**src/rtl/mem_rr_arbiter_if.sv**
```systemverilog
// mem_rr_arbiter_if
//   Bundles the requester-side handshake (req/cmd/gnt/rvalid/err/rdata) and the
//   single-port memory command/return bus for mem_rr_arbiter.
//   slave  : arbiter view (consumes requests and read data, drives grants and memory commands)
//   master : environment view (requesters plus the memory)
interface mem_rr_arbiter_if #(
    parameter int unsigned NUM_REQ    = 4,
    parameter int unsigned WIDTH      = 32,
    parameter int unsigned ADDR_WIDTH = 11
);
    // requester side
    logic [NUM_REQ-1:0]            req;
    logic [NUM_REQ-1:0]            wr_rd;
    logic [NUM_REQ*ADDR_WIDTH-1:0] addr;
    logic [NUM_REQ*WIDTH-1:0]      wdata;
    logic [NUM_REQ-1:0]            gnt;
    logic [NUM_REQ-1:0]            rvalid;
    logic [NUM_REQ-1:0]            err;
    logic [WIDTH-1:0]              rdata;

    // memory side
    logic                          mem_en;
    logic                          mem_wr_rd;
    logic [ADDR_WIDTH-1:0]         mem_addr;
    logic [WIDTH-1:0]              mem_wdata;
    logic [WIDTH-1:0]              mem_rdata;

    modport slave (
        input  req, wr_rd, addr, wdata, mem_rdata,
        output gnt, rvalid, err, rdata, mem_en, mem_wr_rd, mem_addr, mem_wdata
    );

    modport master (
        output req, wr_rd, addr, wdata, mem_rdata,
        input  gnt, rvalid, err, rdata, mem_en, mem_wr_rd, mem_addr, mem_wdata
    );
endinterface

```
**src/rtl/mem_rr_arbiter.sv**
```systemverilog
// mem_rr_arbiter
//   Round-robin arbiter sharing one single-port synchronous memory among NUM_REQ
//   requesters. One command per cycle is registered onto the memory port; read
//   data returns two cycles after the request with a per-requester valid strobe.
//   Addresses >= DEPTH are granted but never reach the memory and pulse err.
//   Optional feature macro: MEM_ARB_STATS_EN adds stats_clr / grant_cnt
//   (16-bit saturating grant counters per requester).
module mem_rr_arbiter #(
    parameter int unsigned NUM_REQ    = 4,
    parameter int unsigned DEPTH      = 1600,
    parameter int unsigned WIDTH      = 32,
    parameter int unsigned ADDR_WIDTH = $clog2(DEPTH)
) (
    input  logic                  clk,
    input  logic                  rst,
    mem_rr_arbiter_if.slave       bus
`ifdef MEM_ARB_STATS_EN
    ,
    input  logic                  stats_clr,
    output logic [NUM_REQ*16-1:0] grant_cnt
`endif
);

    localparam int unsigned          PTR_W     = (NUM_REQ > 1) ? $clog2(NUM_REQ) : 1;
    localparam logic [PTR_W-1:0]     PTR_RST   = PTR_W'(NUM_REQ - 1);
    localparam logic [ADDR_WIDTH:0]  DEPTH_EXT = (ADDR_WIDTH + 1)'(DEPTH);

    // registered state
    logic [NUM_REQ-1:0]    gnt_q,       gnt_d;
    logic [NUM_REQ-1:0]    rvalid_q,    rvalid_d;
    logic [NUM_REQ-1:0]    err_q,       err_d;
    logic [PTR_W-1:0]      rr_ptr_q,    rr_ptr_d;
    logic                  mem_en_q,    mem_en_d;
    logic                  mem_wr_rd_q, mem_wr_rd_d;
    logic [ADDR_WIDTH-1:0] mem_addr_q,  mem_addr_d;
    logic [WIDTH-1:0]      mem_wdata_q, mem_wdata_d;
    // the command currently on the memory port was rejected as out of range
    logic                  oor_q,       oor_d;

    // per-requester command slices
    logic [ADDR_WIDTH-1:0] req_addr  [NUM_REQ];
    logic [WIDTH-1:0]      req_wdata [NUM_REQ];

    // arbitration
    logic [NUM_REQ-1:0]    eligible;
    logic                  win_found;
    logic [PTR_W-1:0]      win_idx;
    logic [PTR_W-1:0]      cand_idx;
    logic                  win_in_range;

    for (genvar g = 0; g < NUM_REQ; g++) begin : g_unpack
        assign req_addr[g]  = bus.addr[g*ADDR_WIDTH +: ADDR_WIDTH];
        assign req_wdata[g] = bus.wdata[g*WIDTH +: WIDTH];
    end

    // A requester granted this cycle is still holding req; mask it so the same
    // command is not accepted twice.
    assign eligible = bus.req & ~gnt_q;

    // Round-robin search: first eligible requester starting just above rr_ptr.
    always_comb begin
        win_found = 1'b0;
        win_idx   = rr_ptr_q;
        cand_idx  = rr_ptr_q;
        for (int unsigned off = 1; off <= NUM_REQ; off++) begin
            cand_idx = PTR_W'((32'(rr_ptr_q) + off) % NUM_REQ);
            if (!win_found && eligible[cand_idx]) begin
                win_found = 1'b1;
                win_idx   = cand_idx;
            end
        end
    end

    assign win_in_range = ({1'b0, req_addr[win_idx]} < DEPTH_EXT);

    // Next-state for grant, pointer, memory command and return strobes.
    always_comb begin
        gnt_d       = '0;
        rr_ptr_d    = rr_ptr_q;
        mem_en_d    = 1'b0;
        oor_d       = 1'b0;
        mem_wr_rd_d = mem_wr_rd_q;
        mem_addr_d  = mem_addr_q;
        mem_wdata_d = mem_wdata_q;

        if (win_found) begin
            gnt_d[win_idx] = 1'b1;
            rr_ptr_d       = win_idx;
            mem_wr_rd_d    = bus.wr_rd[win_idx];
            mem_addr_d     = req_addr[win_idx];
            mem_wdata_d    = req_wdata[win_idx];
            mem_en_d       = win_in_range;
            oor_d          = ~win_in_range;
        end

        // gnt_q still identifies the owner of the command now on the memory port,
        // so the return strobes are that one-hot gated by the command type.
        rvalid_d = (mem_en_q && !mem_wr_rd_q) ? gnt_q : '0;
        err_d    = oor_q ? gnt_q : '0;
    end

    // State registers; reset also cancels any in-flight read (mem_en_q cleared).
    always_ff @(posedge clk or negedge rst) begin
        if (!rst) begin
            gnt_q       <= '0;
            rvalid_q    <= '0;
            err_q       <= '0;
            rr_ptr_q    <= PTR_RST;
            mem_en_q    <= 1'b0;
            mem_wr_rd_q <= 1'b0;
            mem_addr_q  <= '0;
            mem_wdata_q <= '0;
            oor_q       <= 1'b0;
        end else begin
            gnt_q       <= gnt_d;
            rvalid_q    <= rvalid_d;
            err_q       <= err_d;
            rr_ptr_q    <= rr_ptr_d;
            mem_en_q    <= mem_en_d;
            mem_wr_rd_q <= mem_wr_rd_d;
            mem_addr_q  <= mem_addr_d;
            mem_wdata_q <= mem_wdata_d;
            oor_q       <= oor_d;
        end
    end

    assign bus.gnt       = gnt_q;
    assign bus.rvalid    = rvalid_q;
    assign bus.err       = err_q;
    assign bus.rdata     = bus.mem_rdata;
    assign bus.mem_en    = mem_en_q;
    assign bus.mem_wr_rd = mem_wr_rd_q;
    assign bus.mem_addr  = mem_addr_q;
    assign bus.mem_wdata = mem_wdata_q;

`ifdef MEM_ARB_STATS_EN
    logic [NUM_REQ-1:0][15:0] grant_cnt_q, grant_cnt_d;

    // Saturating per-requester grant counters; clear wins over increment.
    always_comb begin
        grant_cnt_d = grant_cnt_q;
        for (int unsigned i = 0; i < NUM_REQ; i++) begin
            if (stats_clr) begin
                grant_cnt_d[i] = '0;
            end else if (gnt_q[i] && (grant_cnt_q[i] != '1)) begin
                grant_cnt_d[i] = grant_cnt_q[i] + 16'd1;
            end
        end
    end

    // Counter registers.
    always_ff @(posedge clk or negedge rst) begin
        if (!rst) begin
            grant_cnt_q <= '0;
        end else begin
            grant_cnt_q <= grant_cnt_d;
        end
    end

    assign grant_cnt = grant_cnt_q;
`endif

endmodule
```
**src/flat_wrapper.sv**
```systemverilog
// flat-port wrapper written by rule: the top's interface ports become plain ports
module mem_rr_arbiter_flat 
#(
    parameter int unsigned NUM_REQ    = 4,
    parameter int unsigned DEPTH      = 1600,
    parameter int unsigned WIDTH      = 32,
    parameter int unsigned ADDR_WIDTH = $clog2(DEPTH)
)
  (clk, rst, bus_req, bus_wr_rd, bus_addr, bus_wdata, bus_mem_rdata, bus_gnt, bus_rvalid, bus_err, bus_rdata, bus_mem_en, bus_mem_wr_rd, bus_mem_addr, bus_mem_wdata);
  mem_rr_arbiter_if #(.NUM_REQ(NUM_REQ), .WIDTH(WIDTH), .ADDR_WIDTH(ADDR_WIDTH)) bus_i ();
  input  logic clk;
  input  logic rst;
  input wire logic [$bits(bus_i.req)-1:0] bus_req;
  input wire logic [$bits(bus_i.wr_rd)-1:0] bus_wr_rd;
  input wire logic [$bits(bus_i.addr)-1:0] bus_addr;
  input wire logic [$bits(bus_i.wdata)-1:0] bus_wdata;
  input wire logic [$bits(bus_i.mem_rdata)-1:0] bus_mem_rdata;
  output wire logic [$bits(bus_i.gnt)-1:0] bus_gnt;
  output wire logic [$bits(bus_i.rvalid)-1:0] bus_rvalid;
  output wire logic [$bits(bus_i.err)-1:0] bus_err;
  output wire logic [$bits(bus_i.rdata)-1:0] bus_rdata;
  output wire logic [$bits(bus_i.mem_en)-1:0] bus_mem_en;
  output wire logic [$bits(bus_i.mem_wr_rd)-1:0] bus_mem_wr_rd;
  output wire logic [$bits(bus_i.mem_addr)-1:0] bus_mem_addr;
  output wire logic [$bits(bus_i.mem_wdata)-1:0] bus_mem_wdata;
  assign bus_i.req = bus_req;
  assign bus_i.wr_rd = bus_wr_rd;
  assign bus_i.addr = bus_addr;
  assign bus_i.wdata = bus_wdata;
  assign bus_i.mem_rdata = bus_mem_rdata;
  assign bus_gnt = bus_i.gnt;
  assign bus_rvalid = bus_i.rvalid;
  assign bus_err = bus_i.err;
  assign bus_rdata = bus_i.rdata;
  assign bus_mem_en = bus_i.mem_en;
  assign bus_mem_wr_rd = bus_i.mem_wr_rd;
  assign bus_mem_addr = bus_i.mem_addr;
  assign bus_mem_wdata = bus_i.mem_wdata;
  mem_rr_arbiter #(.NUM_REQ(NUM_REQ), .DEPTH(DEPTH), .WIDTH(WIDTH), .ADDR_WIDTH(ADDR_WIDTH)) u_core (.clk(clk), .rst(rst), .bus(bus_i));
endmodule
```
**config.mk**
```make
export PLATFORM = sky130hd
export DESIGN_NAME = mem_rr_arbiter_flat
export DESIGN_NICKNAME = d
export VERILOG_FILES = /design/src/rtl/mem_rr_arbiter_if.sv /design/src/rtl/mem_rr_arbiter.sv /design/src/flat_wrapper.sv
export SDC_FILE = /design/constraint.sdc
export NUM_CORES = 1
export LEC_CHECK = 0
export ABC_CLOCK_PERIOD_IN_PS = 3800
export CAP_MARGIN = 15
export CELL_PAD_IN_SITES_DETAIL_PLACEMENT = 1
export CELL_PAD_IN_SITES_GLOBAL_PLACEMENT = 1
export CORE_MARGIN = 4
export CORE_UTILIZATION = 25
export DETAILED_ROUTE_END_ITERATION = 7
export GPL_TIMING_DRIVEN = 1
export PLACE_DENSITY = 0.85
export SYNTH_ARGS = -nofsm -noshare
export SYNTH_HDL_FRONTEND = slang
export SYNTH_SLANG_ARGS = --single-unit
```
**constraint.sdc**
```tcl
create_clock -name clk -period 3.8 [get_ports clk]
set_input_delay 0.57 -clock clk [delete_from_list [all_inputs] [get_ports clk]]
set_output_delay 0.57 -clock clk [all_outputs]
set_load 0.02 [all_outputs]
```
==> impl_results.md <==
* Outcome: completed
* Core area at 15200 µm²
* Synth warn at 0
* Top_reg_cell synth: dfrtp_1
* Power Density at 800 nW/µm²
* I/O Pins at 303
* N_diodes at 0
* DR pass1 iterations at 4
* DRT Wirelength at 13700 µm
* Post-CTS Hold Fix Bufs at 0
* Worst VDD drop at 369 µV
* Worst-Skew Late Latency at 0.32 ns
* Met3 GRT Util at 2.70%
* Number of remaining DRC errors at 0
* Initial drt markers at 58
* Max Clock Freq at 0.380 GHz
* CP Cell Sequence: clkdlybuf4s50_1 > nand2b_4 > a22o_1 > a211oi_4 > buf_12 > mux2i_1 > mux2i_1 > nor3_2 > o22a_1
* GRT Resource Usage Total at 15.1%
* Drt wl/cell at 17.1 µm
* Met1 Usage GRT at 16.8%
* Post-CTS Resized at 0
* Port Buf Inserts at 238
* Delay of the slowest critical-path stage at 0.51 ns
* Sequential area share after synthesis at 38.7%
* Dpl cell area at 6190 µm²
* Reg-to-Reg Start: u_core.bus.gnt[2]
* Post-Syn Area per Cell at 9.41 µm²
* Register bit total from synthesis at 60
* CTS Buf Count at 9
* GRT overflow at 0
* DR vias/cell at 4.61
* Share of layout cells above drive strength 1 at 12.3%
* Chip Height at 133 µm
* Nets at 821
* GP Congestion at 0.795
* Fin Setup TNS at 0 ns
* CTS Buffer Depth at 2
* Final Slew Violations at 0
* Unrepaired setup endpoints after global routing: no
* CP Data Required Time at 4.06 ns
* Final instance area at 6510 µm²
* Core Rows at 45
* Layout fillers at 1702
* Met2 Resource Use GR at 27.8%
* Max cap viols at 0
* Reg2reg path depth at 8
* Via Count at 3689
* Starting density of the core at 25.6%
* Pin slew with the least headroom to its limit at 0.703 ns
* Leakage at 2.67 nW
* Syn Nets at 627
* Reg2Reg Capture Point: u_core.bus.mem_en
* Vias in the first global route at 4156
* Dpl cells at 784
* CTS tree: built
* Clock transition at path regs at 0.06 ns
* Crit path time final at 2.63 ns
* Worst R2R Setup Slack at 1.41 ns
* Clock root buffer: clkbuf_16
* Dpl hpwl at 11000 µm
* Worst Setup End Kind: register
* HP Class: in2async
* DIE AREA at 17600 µm²
* Post-synth cell types at 31
* Most frequent CP cell: mux2i_1
* Largest net degree at the start of global routing at 74
* Die width at 133 µm
* First-pass GRT wire length at 21600 µm
* Number of synthesized flops with an enable pin at 0
* Fin crit share at 69.2%
* Syn Inst Count at 413
* Final hold viol count at 0
* Global route hottest layer: met2
* # setup viols final at 0
* Critical path data arrival time at 2.89 ns
* Cell Area, Synth at 3880 µm²
* Clk_skew at 0.00526 ns
* Ys async rst share at 100%
* Synthesis-to-finish area growth at 67.6%
* DRT antenna net count at 0
* Post-CTS setup buffers at 0
* Slew HR at 53.1%
* Critical Path Start Type: input pin
* Critical path peak fanout at 42
* H-tree depth reported by CTS at 3
* Clk sinks at 60
* Final std cells w/o fill at 800
* Initial antenna violation count at 0
* WS Path Type: in2reg
* Slowest-stage cell, CP: clkdlybuf4s50_1
[synth_stat cells, drive strengths merged, types with 2 or more instances]
master	number	area, µm²
mux2i	54	541
nand2b	5	38.8
dfstp	2	52.6
nor3	4	30.0
mux2	44	495
nor2b	2	12.5
nor3b	3	22.5
clkbuf	11	41.3
o21ai	39	195
nand2	42	158
dfrtp	58	1450
a21oi	40	200
and2	8	50.1
buf	50	373
nor2	42	158
[cell usage in the layout, fill, tap and decap left out, types with 2 or more instances in the layout]
| master | synthesis | layout |
|---|---|---|
| a21oi_1 | 40 | 40 |
| and2_1 | 8 | 8 |
| buf_12 | 0 | 3 |
| buf_4 | 34 | 3 |
| bufinv_16 | 0 | 2 |
| clkbuf_16 | 0 | 9 |
| clkdlybuf4s50_1 | 0 | 237 |
| clkinvlp_4 | 0 | 2 |
| dfrtp_1 | 58 | 58 |
| dfstp_2 | 2 | 2 |
| mux2_2 | 44 | 44 |
| mux2i_1 | 54 | 54 |
| nand2_1 | 42 | 42 |
| nand2b_1 | 4 | 4 |
| nor2_1 | 42 | 41 |
| nor2b_1 | 2 | 2 |
| nor3_1 | 2 | 2 |
| nor3_2 | 2 | 2 |
| nor3b_1 | 3 | 3 |
| o21ai_0 | 9 | 9 |
| o21ai_1 | 30 | 30 |
[logic make-up after synthesis]
kind of cell,after synthesis,share of synthesized area [%]
buffers and inverters,62,10.8
DFF,60,38.7
and+or+nand+nor,108,12.4
AOI/OAI and AO/OA,85,11.5
muxes,98,26.7
[power breakdown]
group / switching [mW] / internal, mW
clock: 0.291 / 0.574
sequential: 0.182 / 0.957
combinational: 1.64 / 1.56
total: 2.12 / 3.09
[through the flow]
stage	hold slack, ns	utilization [%]	setup slack (ns)	power, mW
after global placement	0.466	40.7	0.902	4.27
after floorplan	0.274	-	1.64	3.29
after detailed placement	0.470	40.7	0.819	4.40
after global routing	0.359	42.8	1.04	5.58
after CTS	0.313	42.8	1.15	5.31
final	0.296	42.8	1.17	5.21
[flip-flops by register name (all words and copies together) (netlist names)]
signal and count:
u_core.bus.mem_wr_rd 1, u_core.oor_q 1, u_core.bus.gnt 4, u_core.bus.rvalid 4, u_core.bus.mem_wdata 32, u_core.bus.err 4
u_core.rr_ptr_q 2, u_core.bus.mem_addr 11, u_core.bus.mem_en 1
[critical path, delay by kind of cell]
family	cells	cell delay [ns]
buffers and inverters	2	0.81
AOI/OAI and AO/OA	3	0.80
muxes	2	0.36
and+or+nand+nor	2	0.34
[cell type report]
| cell class | count | area (µm²) | share of cell area (%) |
|---|---|---|---|
| timing repair buffer | 244 | 2460 | 37.8 |
| multi-input combinational | 291 | 1990 | 30.6 |
| sequential | 60 | 1500 | 23.1 |
| tap | 188 | 235 | 3.61 |
| clock buffer | 10 | 229 | 3.52 |
| clock inverter | 6 | 88.8 | 1.36 |
| inverter | 1 | 3.75 | 0.0577 |
[how the worst max path moves through the flow]
stage | endpoint | slack, ns | startpoint | depth (start not counted)
floorplan | u_core.bus.mem_addr[0] | 1.64 | bus_req[1] | 8
global placement | u_core.bus.mem_en | 0.90 | bus_req[2] | 9
detailed placement | u_core.bus.mem_en | 0.82 | bus_req[2] | 9
CTS | u_core.bus.mem_en | 1.15 | bus_req[2] | 9
global route | u_core.bus.mem_en | 1.04 | bus_req[2] | 9
finish | u_core.bus.mem_en | 1.17 | bus_req[2] | 9
[per-layer routing]
metal / vias up / part of all wire (%)
met5: - / 0
met4: 0 / 2.9
met3: 35 / 5.7
met2: 143 / 52
met1: 1735 / 39
li1: 1776 / -
Power figures use the tool's default switching activity.
